<file path="config.mk">
export PLATFORM = sky130hd
export DESIGN_NAME = ha_bist_ctrl
export DESIGN_NICKNAME = d
export VERILOG_FILES = /design/src/rtl/ha_bist_ctrl.sv
export SDC_FILE = /design/constraint.sdc
export NUM_CORES = 1
export LEC_CHECK = 0
export ABC_AREA = 1
export CAP_MARGIN = 40
export CORE_MARGIN = 10
export CORE_UTILIZATION = 35
export CTS_CLUSTER_DIAMETER = 120
export CTS_CLUSTER_SIZE = 8
export DETAILED_ROUTE_END_ITERATION = 8
export GPL_ROUTABILITY_DRIVEN = 0
export GPL_TIMING_DRIVEN = 0
export PLACE_DENSITY = 0.52
export SYNTH_ARGS = -nofsm -noshare
export SYNTH_HDL_FRONTEND = slang
export SYNTH_SLANG_ARGS = --single-unit
</file>
<file path="constraint.sdc">
create_clock -name clk -period 2.7 [get_ports clk]
set_clock_uncertainty 0.2 [all_clocks]
set_input_delay 0.27 -clock clk [delete_from_list [all_inputs] [get_ports clk]]
set_output_delay 0.27 -clock clk [all_outputs]
set_load 0.02 [all_outputs]
</file>
<file path="src/rtl/ha_bist_ctrl.sv">
// ha_bist_ctrl: built-in self-test controller for a half adder.
// Sweeps the four a/b input patterns LOOPS times. Each pattern is held for
// SETTLE_CYCLES before sum/carry are compared against a^b / a&b. The run ends
// with a one-cycle done pulse, a pass flag, a saturating mismatch count and a
// per-pattern sticky fail vector.
// Optional feature: define HA_BIST_STOP_ON_FAIL_EN to end the run at the
// first mismatch. a/b then keep the failing pattern for debug.
module ha_bist_ctrl #(
    parameter int SETTLE_CYCLES = 1,
    parameter int LOOPS         = 1,
    parameter int ERR_W         = 8
) (
    input  logic             clk,
    input  logic             rst,
    input  logic             start,
    output logic             a,
    output logic             b,
    input  logic             sum,
    input  logic             carry,
    output logic             busy,
    output logic             done,
    output logic             pass,
    output logic [ERR_W-1:0] err_count,
    output logic [3:0]       fail_vec
);

    typedef enum logic [2:0] {
        ST_IDLE   = 3'd0,
        ST_DRIVE  = 3'd1,
        ST_SETTLE = 3'd2,
        ST_CHECK  = 3'd3,
        ST_DONE   = 3'd4
    } state_t;

    localparam logic [7:0]       LOOP_LAST = 8'(LOOPS - 1);
    localparam logic [3:0]       SETTLE_LD = 4'(SETTLE_CYCLES);
    localparam logic [ERR_W-1:0] ERR_MAX   = {ERR_W{1'b1}};

    // Returns 1 when the half-adder response disagrees with the golden result.
    function automatic logic ha_mismatch(input logic in_a, input logic in_b,
                                         input logic rsp_sum, input logic rsp_carry);
        logic [1:0] exp_v;
        exp_v = {in_a ^ in_b, in_a & in_b};
        return ({rsp_sum, rsp_carry} != exp_v);
    endfunction

    state_t           state_r, state_next_s;
    logic [1:0]       idx_r, idx_next_s;
    logic [7:0]       loop_r, loop_next_s;
    logic [3:0]       settle_r, settle_next_s;
    logic             a_r, a_next_s;
    logic             b_r, b_next_s;
    logic             busy_r, busy_next_s;
    logic             done_r, done_next_s;
    logic             pass_r, pass_next_s;
    logic [ERR_W-1:0] err_r, err_next_s;
    logic [3:0]       fv_r, fv_next_s;
    logic             mismatch_s;
    logic             stop_s;

    assign a         = a_r;
    assign b         = b_r;
    assign busy      = busy_r;
    assign done      = done_r;
    assign pass      = pass_r;
    assign err_count = err_r;
    assign fail_vec  = fv_r;

    // Compare the response against the pattern currently held on a/b.
    always_comb begin
        mismatch_s = ha_mismatch(a_r, b_r, sum, carry);
`ifdef HA_BIST_STOP_ON_FAIL_EN
        stop_s = mismatch_s;
`else
        stop_s = 1'b0;
`endif
    end

    // FSM state register.
    always_ff @(posedge clk or posedge rst) begin
        if (rst) begin
            state_r <= ST_IDLE;
        end else begin
            state_r <= state_next_s;
        end
    end

    // Next-state and next-value logic for the whole controller.
    always_comb begin
        state_next_s  = state_r;
        idx_next_s    = idx_r;
        loop_next_s   = loop_r;
        settle_next_s = settle_r;
        a_next_s      = a_r;
        b_next_s      = b_r;
        pass_next_s   = pass_r;
        err_next_s    = err_r;
        fv_next_s     = fv_r;
        case (state_r)
            ST_IDLE: begin
                if (start) begin
                    err_next_s   = {ERR_W{1'b0}};
                    fv_next_s    = 4'b0000;
                    pass_next_s  = 1'b0;
                    idx_next_s   = 2'd0;
                    loop_next_s  = 8'd0;
                    state_next_s = ST_DRIVE;
                end else begin
                    state_next_s = ST_IDLE;
                end
            end
            ST_DRIVE: begin
                a_next_s      = idx_r[1];
                b_next_s      = idx_r[0];
                settle_next_s = SETTLE_LD;
                state_next_s  = ST_SETTLE;
            end
            ST_SETTLE: begin
                if (settle_r <= 4'd1) begin
                    settle_next_s = 4'd0;
                    state_next_s  = ST_CHECK;
                end else begin
                    settle_next_s = settle_r - 4'd1;
                end
            end
            ST_CHECK: begin
                if (mismatch_s) begin
                    if (err_r != ERR_MAX) begin
                        err_next_s = err_r + ERR_W'(1);
                    end else begin
                        err_next_s = err_r;
                    end
                    fv_next_s[idx_r] = 1'b1;
                end else begin
                    err_next_s = err_r;
                end
                if (stop_s || (idx_r == 2'd3 && loop_r == LOOP_LAST)) begin
                    pass_next_s  = (err_next_s == {ERR_W{1'b0}});
                    state_next_s = ST_DONE;
                end else if (idx_r == 2'd3) begin
                    idx_next_s   = 2'd0;
                    loop_next_s  = loop_r + 8'd1;
                    state_next_s = ST_DRIVE;
                end else begin
                    idx_next_s   = idx_r + 2'd1;
                    state_next_s = ST_DRIVE;
                end
            end
            ST_DONE: begin
                state_next_s = ST_IDLE;
            end
            default: begin
                state_next_s = ST_IDLE;
            end
        endcase
        busy_next_s = (state_next_s != ST_IDLE);
        done_next_s = (state_next_s == ST_DONE);
    end

    // Datapath and status registers; busy/done track the upcoming state.
    always_ff @(posedge clk or posedge rst) begin
        if (rst) begin
            idx_r    <= 2'd0;
            loop_r   <= 8'd0;
            settle_r <= 4'd0;
            a_r      <= 1'b0;
            b_r      <= 1'b0;
            busy_r   <= 1'b0;
            done_r   <= 1'b0;
            pass_r   <= 1'b0;
            err_r    <= {ERR_W{1'b0}};
            fv_r     <= 4'b0000;
        end else begin
            idx_r    <= idx_next_s;
            loop_r   <= loop_next_s;
            settle_r <= settle_next_s;
            a_r      <= a_next_s;
            b_r      <= b_next_s;
            busy_r   <= busy_next_s;
            done_r   <= done_next_s;
            pass_r   <= pass_next_s;
            err_r    <= err_next_s;
            fv_r     <= fv_next_s;
        end
    end

endmodule

</file>
**Word-level counts from Yosys, hierarchy flattened**

Index checks and enable logic that the tools add are counted.

- Register bits after elaboration: 34
- Input port bits: 5
- Output and inout bits: 17
- Word-level logic and storage cells: 72

- Add/subtract/negate cells: 4
- Magnitude comparators: 3
- Equal/unequal tests: 12
- Muxes and demuxes: 26
- Bitwise logic cells: 3
- Reduce and logical (&&, ||, !) cells: 13

Operators by type and width:

| kind | count |
|---|---|
| 8-bit 2-to-1 mux | 6 |
| 8-bit one-hot mux with 2 select lines | 2 |
| 8-bit by 1-bit adder with 8-bit output, second input constant | 2 |
| 8-bit zero test | 2 |
| 4-bit one-hot mux with 2 select lines | 2 |
| 4-bit 2-to-1 mux | 3 |
| 3-bit one-hot mux with 4 select lines | 1 |
| 2-bit != test, second input constant | 5 |
| 3-bit AND reduction | 3 |
| 8-bit != test, second input constant | 1 |
| 3-bit by 2-bit == test with 1-bit output, second input constant | 2 |
| 2-bit 2-to-1 mux | 3 |
| 3-bit 2-to-1 mux | 2 |
| 4-bit by 1-bit <= comparator with 1-bit output, second input constant | 1 |
| 1-bit 2-to-1 mux | 4 |
| 4-bit bitwise OR | 1 |
| 2-bit one-hot mux with 2 select lines | 1 |
| 4-bit AND reduction | 1 |
| 2-bit nonzero test | 2 |
| 4-bit by 1-bit subtractor with 4-bit output, second input constant | 1 |
| 3-bit by 1-bit == test with 1-bit output, second input constant | 1 |
| 3-bit == test, second input constant | 1 |
| 3-bit zero test | 1 |
| 2-bit by 3-bit < comparator with 1-bit output, second input constant | 1 |
| other kinds (11) | 12 |

**Longest topological paths before layout**

Gate-level depths: netlist (run 1).

- Depth in word-level cells: 7
- Depth in mapped cells: 12
- Gate-level depth less buffers: 12

**Worst setup path before layout (run 1)**

No wires, ideal clock.

- Path type: register -> register
- Start: register a_r (netlist: a)
- End: register pass_r (netlist: pass)
- Setup time: 0.065 ns
- Arrival time: 1.563 ns
- Data required time: 2.435 ns
- Slack: 0.871 ns
- Stages on the path, launching flop included: 12
- Path buffers: 1
- Period minus slack after synthesis: 1.829 ns
- Path through: dfrtp_1 -> ha_1 -> inv_1 -> nand2_1 -> nand2_2 -> nand2_4 -> buf_6 -> a21oi_1 -> nand3_1 -> nor2_1 -> nand2_1 -> nand2_1

- Word-level cells in the longest chain between the ends: 7
- Elaborated cells between the ends (all ways): 8
- Classes of those cells: eq/ne: 1; mux: 4; bitwise: 2; reduce/logical: 1

RTL lines:

| element | line | source |
|---|---|---|
| start: declaration | 51 | `logic a_r, a_next_s;` |
| start signal: assignment | 177 | `a_r <= a_next_s;` |
| 1-bit bitwise AND / 1-bit bitwise XOR (equally long branches) | 43 | `exp_v = {in_a ^ in_b, in_a & in_b};` |
| 2-bit != test * | 44 | `return ({rsp_sum, rsp_carry} != exp_v);` |
| 8-bit 2-to-1 mux * | 127 | `if (mismatch_s) begin` |
| 8-bit 2-to-1 mux * | 99 | `case (state_r)` |
| 8-bit zero test * | 138 | `pass_next_s = (err_next_s == {ERR_W{1'b0}});` |
| 1-bit 2-to-1 mux * | 137 | `if (stop_s \|\| (idx_r == 2'd3 && loop_r == LOOP_LAST)) begin` |
| 1-bit one-hot mux with 2 select lines * | 99 |  |
| end signal: assignment | 181 | `pass_r <= pass_next_s;` |
| end: declaration | 55 | `logic pass_r, pass_next_s;` |

Mark *: on every way between the ends. The rest lies on a longest branch, timed or not. The select of a mux whose other input is x is not followed.
A chain may end at the register's enable or synchronous reset.

**Worst setup path in the final report (run 1)**

Ends and elaborated chain as after synthesis.

==> results of run 1 <==
==> cell families after synthesis <==
logic type               Yosys count  share of synthesized area (%)
AND/OR/NAND/NOR                  123                          32.00
buffers and inverters             44                          9.340
AO/OA/AOI/OAI                     34                          9.756
flip-flops                        34                          40.45
adder cells (fa/ha/maj)           10                          5.949
XOR/XNOR                           6                          2.499
==> cells in the mapped netlist <==
cell type / number
or2_2: 1
and3_1: 1
inv_2: 3
o21ai_2: 6
nor2_2: 2
nand3_2: 8
inv_1: 35
xnor2_1: 3
xor2_1: 3
nand2_2: 5
nor2_1: 12
buf_6: 2
nand4_2: 2
nand2_1: 59
dfrtp_1: 34
a21oi_1: 8
o21ai_1: 5
nand2_4: 3
nor2_4: 3
o21ai_0: 6
o22ai_1: 8
buf_4: 3
clkinv_4: 1
nand4_1: 5
o211ai_1: 1
nor3_2: 4
nand3_1: 16
nand3b_4: 1
or2_0: 1
ha_1: 10
==> report_power, final <==
group          switching [mW]  leakage, nW  total, mW  internal, mW
Sequential             0.0528        0.373      0.602         0.549
Combinational           0.251        0.848      0.443         0.193
Clock                   0.194       0.0714      0.588         0.394
Total                   0.497         1.29       1.63          1.14
==> per-layer routing <==
layer | vias to the layer above | share of wire [%] | GRT usage, %
li1 | 868 | - | -
met1 | 793 | 46 | 12.09
met2 | 19 | 47 | 16.10
met3 | 5 | 4.8 | 3.770
met4 | 0 | 1.5 | 3.468
met5 | - | 0 | 0
==> worst min path at each step <==
stage / from / to / slack [ns] / cells after the start
2_1_floorplan: rst / a / 0.21 / 1
3_3_place_gp: settle_r[3] / settle_r[3] / 0.27 / 1
3_5_place_dp: settle_r[3] / settle_r[3] / 0.27 / 1
4_1_cts: rst / err_count[0] / 0.22 / 2
5_1_grt: rst / err_count[1] / 0.26 / 2
6_report: rst / err_count[0] / 0.20 / 2
==> sequential cells by signal, summed over array words and instances, names as in the netlist <==
signal / count
fail_vec: 4
pass: 1
a: 1
state_r: 3
done: 1
settle_r: 4
err_count: 8
b: 1
idx_r: 2
loop_r: 8
busy: 1
==> worst max-delay path: cells and delay by family, from the launching register on <==
family	cells	cell delay, ns
adder cells (fa/ha/maj)	1	0.31
buffers and inverters	2	0.19
AO/OA/AOI/OAI	1	0.16
flip-flops	1	0.40
AND/OR/NAND/NOR	8	0.58
==> final cells by class <==
cell class                      count  share of cell area, %
Multi-Input combinational cell    173                  40.97
Sequential cell                    34                  33.01
Timing Repair Buffer               22                  9.223
Inverter                           39                  5.874
Tap cell                           75                  3.641
Clock buffer                        6                  3.204
Clock inverter                      2                  2.330
Buffer                              5                  1.748
==> through the flow <==
stage | instance area, um2 | std cells | hold WS [ns] | power (mW) | worst slack, ns
finish | 2577 | 356 | 0.1993 | 1.633 | 0.7980
CTS | 2577 | 356 | 0.2229 | 1.653 | 0.7818
detailed placement | 2435 | 348 | 0.2713 | 1.060 | 0.7024
global route | 2577 | 356 | 0.2616 | 1.729 | 0.5569
global placement | 2407 | 347 | 0.2657 | 1.051 | 0.5944
floorplan | 2103 | 251 | 0.2116 | 0.9048 | 0.8714
==> flow_summary.yaml, run 1 <==
global_route:
  grt_max_degree: 20
  grt_pass1_wl_um: 8114
  grt_overflow: 0
  antenna_found_initial: 0
  grt.total_usage_pct: 10.08
  grt_pass1_vias: 1735
layout:
  final_cell_mix: "nand2_1 (59), inv_1 (35), dfrtp_1 (34)"
  n_antenna_cell: 0
  multi_input_area_mm2: 0.001056
  nFillCells: 619
  drive_gt1_share_pct: 18.86
  utilization_pct: 43.79
  seq_area_um2: 850.8
  mostFrequentLayoutCell: "nand2_1"
  finalNetCount: 295
  syn_to_final_growth_pct: 22.55
sta:
  setup_viol: 0
  hold_violations: 0
  tightest_slew_ns: 0.7292
  fmax_ghz: 0.5258
  fin_setup_tns_ns: 0
  slew_violations: 0
  period_needed_ns: 1.902
  rsz0062_at_grt: "false"
  relSlewSlack_pct: 51.33
  post-route-period-util_pct: 70.45
critical_path:
  endpoint: "pass"
  crit_chain: "ha_1 -> inv_1 -> nand2_1 -> nand2_2 -> nand2_4 -> buf_6 -> nor2_1 -> a21oi_1 -> nand3_1 -> nor2_1 -> nand2_1 -> nand2_1"
  path_max_fanout: 10
  critPathLaunchType: "flip-flop"
  ff2ff_setup_slack_ns: 0.80
  critPathSlowestCell: "dfrtp_1"
  rr_worst_depth: 12
  rr_endpoint: "pass"
  arrival_ns: 1.93
  max_stage_delay_ns: 0.40
  critPathMostFrequentCell: "nand2_1"
  crit_type: "reg -> reg"
  cp-end-kind: "flip-flop"
  crit_required_ns: 2.73
  r2r-start: "a"
  crit_start: "a"
run_status:
  status: "finished clean"
die:
  die_h_um: 97.52
  core_mm2: 0.005886
  fp.dieW_um: 97.52
  row_count: 28
  io_pins: 22
  start_util_pct: 35.74
  die_area_mm2: 0.009510
synthesis:
  synth_largest_area_cell: "dfrtp_1"
  avgSynthCellArea_um2: 8.380
  synthCells: 251
  synth_top_area_share_pct: 40.45
  ys_seq_elements: 34
  ys_top_cells_by_area: "dfrtp_1 (40%), nand2_1 (11%), inv_1 (6.2%)"
  ys_types: 30
  yosys_warnings: 0
  ys_seq_area_share_pct: 40.45
  postSynthNetCount: 266
  synth_area_mm2: 0.002103
hold_path:
  hp-class: "in -> async"
place:
  place_hpwl_um: 3432
  io_buffers: 21
clocking:
  cts_resized: 0
  cts_hold_buf: 0
  root_buffer: "clkbuf_8"
  htree_levels: 2
  cts.sinks: 34
  cts_buffers: 5
  cts_tree: "done"
  cts_setup_buffers: 0
  clk_pin_slew_ns: 0.08
  worstSkewPairLatency_ns: 0.29
  clk_path_buf_depth: 2
drt:
  drc: 0
  viasPerCell: 4.733
  vias: 1685
  ant_nets: 0
  drt_iter0_drc: 61
  firstDrtPassIters: 4
  wl_per_cell_um: 12.64
  drt-total-wl_um: 4501
power:
  p_per_area_mw_per_mm2: 633.6
  p_leak_nw: 1.293
  ir_drop_mv: 0.2972
flow_run:
  max_cap_viol_count: 0
Note: power is estimated with default switching activity, not from simulation.
==> inputs of run 2 (changes only) <==
--- a/config.mk
+++ b/config.mk
@@ -14,7 +14,7 @@
 export DETAILED_ROUTE_END_ITERATION = 8
 export GPL_ROUTABILITY_DRIVEN = 0
 export GPL_TIMING_DRIVEN = 0
-export PLACE_DENSITY = 0.52
+export PLACE_DENSITY = 0.54
 export SYNTH_ARGS = -nofsm -noshare
 export SYNTH_HDL_FRONTEND = slang
 export SYNTH_SLANG_ARGS = --single-unit
==> constraint.sdc (replaced) <==
create_clock -name clk -period 1.6 [get_ports clk]
set_clock_uncertainty 0.2 [all_clocks]
set_input_delay 0.16 -clock clk [delete_from_list [all_inputs] [get_ports clk]]
set_output_delay 0.16 -clock clk [all_outputs]
set_load 0.02 [all_outputs]
==> run 2 against run 1 <==
The flow now finishes with violations (setup timing). Worst setup slack got worse by 1.0 ns. Routed wire length increased by 8.0%. Utilization increased by 6.7 points. Die area unchanged. Non-clock buffer count increased by 20. Hold slack got worse by 0.093 ns. Combinational power increased by 100%. Total power increased by 66%. Sequential share of layout area decreased by 4.2 points. Largest cell class unchanged. Largest power group unchanged.
==> flow_summary.yaml, run 2 (same netlist as run 1, synthesis figures left out) <==
power:
  combPwrFrac_pct: 33.3
  ir_drop_mv: 0.5434
  power_frac_clock_pct: 28.8
  fin_total_pwr_mw: 2.705
  seqPwrFrac_pct: 37.8
  p_per_area_mw_per_mm2: 910.8
  internal_power_mw: 1.797
  switching_share_pct: 33.58
  p_leak_nw: 1.427
  power.switching_mw: 0.9084
sta:
  period_needed_ns: 1.820
  post-route-period-util_pct: 113.8
  fmax_ghz: 0.5494
  tightest_slew_ns: 0.7470
  hold_violations: 0
  slew_violations: 0
  finalWorstSetupSlack_ns: -0.2202
  rsz0062_at_grt: "true"
  setup_viol: 21
  relSlewSlack_pct: 50.20
global_route:
  grt_pass1_vias: 1692
  met3_usage_pct: 3.058
  grt_overflow: 0
  busiest_layer: "met2"
  grt_pass1_wl_um: 7817
  grtUsageMet2_pct: 15.79
  grt.total_usage_pct: 9.736
  antenna_found_initial: 0
  grt_max_degree: 35
  use_met1_pct: 11.44
drt:
  viasPerCell: 4.707
  firstDrtPassIters: 4
  drt-total-wl_um: 4861
  drc: 0
  vias: 1770
  drt_iter0_drc: 65
  ant_nets: 0
  wl_per_cell_um: 12.93
critical_path:
  arrival_ns: 1.85
  crit_chain: "ha_4 -> inv_2 -> nand2_2 -> nand2_2 -> nand2_4 -> buf_8 -> nand4_1 -> nand2_2 -> nand2_1 -> nor2_1 -> nand2_1 -> nand2_1"
  path_max_fanout: 7
  rr_endpoint: "pass"
  r2r-start: "b"
  critPathSlowestCell: "dfrtp_2"
  max_stage_delay_ns: 0.42
  cp-end-kind: "flip-flop"
  crit_start: "b"
  rr_worst_depth: 12
  ff2ff_setup_slack_ns: -0.22
  critPathLaunchType: "flip-flop"
  crit_required_ns: 1.63
  crit_type: "reg -> reg"
place:
  io_buffers: 21
  place_hpwl_um: 3237
layout:
  finalNetCount: 315
  utilization_pct: 50.47
  drive_gt1_share_pct: 40.53
  syn_to_final_growth_pct: 41.23
  mostFrequentLayoutCell: "nand2_1"
  final_cell_mix: "nand2_1 (39), inv_1 (30), dfrtp_1 (30)"
  n_antenna_cell: 0
die:
  row_count: 28
  core_mm2: 0.005886
  die_h_um: 97.52
  io_pins: 22
  die_area_mm2: 0.009510
  fp.dieW_um: 97.52
  start_util_pct: 35.74
clocking:
  clk_pin_slew_ns: 0.07
  clk_path_buf_depth: 2
  cts_hold_buf: 0
  worstSkewPairLatency_ns: 0.29
  cts_buffers: 5
  root_buffer: "clkbuf_8"
  cts.sinks: 34
  htree_levels: 2
  cts_tree: "done"
flow_run:
  max_cap_viol_count: 0
run_status:
  failed_checks: "setup timing"
  status: "complete, but fails checks"
hold_path:
  hp-class: "in -> async"
-- run 2: cell types whose count changed in the layout (fill, tap and decap cells not counted), sizes merged --
cell           change
buf               +18
clkdlybuf4s50     -17
dlygate4sd2       +17
clkbuf             +3
bufinv             -1
-- run 2: how the worst max path moves through the flow --
stage,end,slack (ns),cells past startpoint
6_report,pass,-0.22,12
3_5_place_dp,pass,-0.23,12
3_3_place_gp,a,-0.55,2
5_1_grt,pass,-0.32,12
4_1_cts,pass,-0.21,12
2_1_floorplan,pass,-0.15,12
-- run 2: area by class of cell --
| class | count | area, um2 |
|---|---|---|
| fillers | 567 | 2915 |
| multi-input cells | 173 | 1320 |
| flip-flops and latches | 34 | 855.8 |
| repair buffers | 42 | 385.4 |
| inverters | 39 | 156.4 |
| well taps | 75 | 93.84 |
| clock buffers | 7 | 76.32 |
| plain buffers | 5 | 52.55 |
| clock inverters | 1 | 30.03 |
-- run 2: power by group through the flow --
stage / logic [mW] / registers [mW] / clock network [mW]
CTS: 0.729 / 1.02 / 0.809
floorplan: 0.451 / 1.11 / 0
detailed placement: 0.769 / 1.03 / 0
global placement: 0.769 / 1.03 / 0
finish: 0.902 / 1.02 / 0.780
global route: 0.988 / 1.04 / 0.853
-- run 2: per-stage QoR --
| stage | instance area, um2 | setup TNS (ns) | worst slack, ns | hold slack, ns | cells |
|---|---|---|---|---|---|
| CTS | 2703 | -1.967 | -0.2078 | 0.1526 | 368 |
| finish | 2970 | -1.861 | -0.2202 | 0.1063 | 376 |
| detailed placement | 2454 | -2.903 | -0.2334 | 0.2683 | 347 |
| global placement | 2454 | -17.89 | -0.5481 | 0.2665 | 347 |
| floorplan | 2150 | -0.8052 | -0.1456 | 0.1013 | 251 |
| global route | 2970 | -3.629 | -0.3177 | 0.1800 | 376 |
-- run 2: worst max-delay path, delay by kind of cell (launching register included) --
kind	cells	cell delay, ns
and+or+nand+nor	9	0.70
DFF	1	0.42
adders and majority gates	1	0.28
buffers and inverters	2	0.17
-- run 2: what timing repair did --
action / CTS / global route
pin swaps: 6 / 15
endpoints found under the hold margin: 0 / 0
endpoints found under the setup margin: 41 / 27
buffers inserted: 12 / 7
resized for setup: 33 / 45
cloned: 1 / 1
-- run 2: layer usage --
metal  routed length (um)  part of all wire (%)
met1                 2102                    43
met2                 2443                    50
met3                  233                   4.8
met4                   81                   1.7
met5                    0                     0
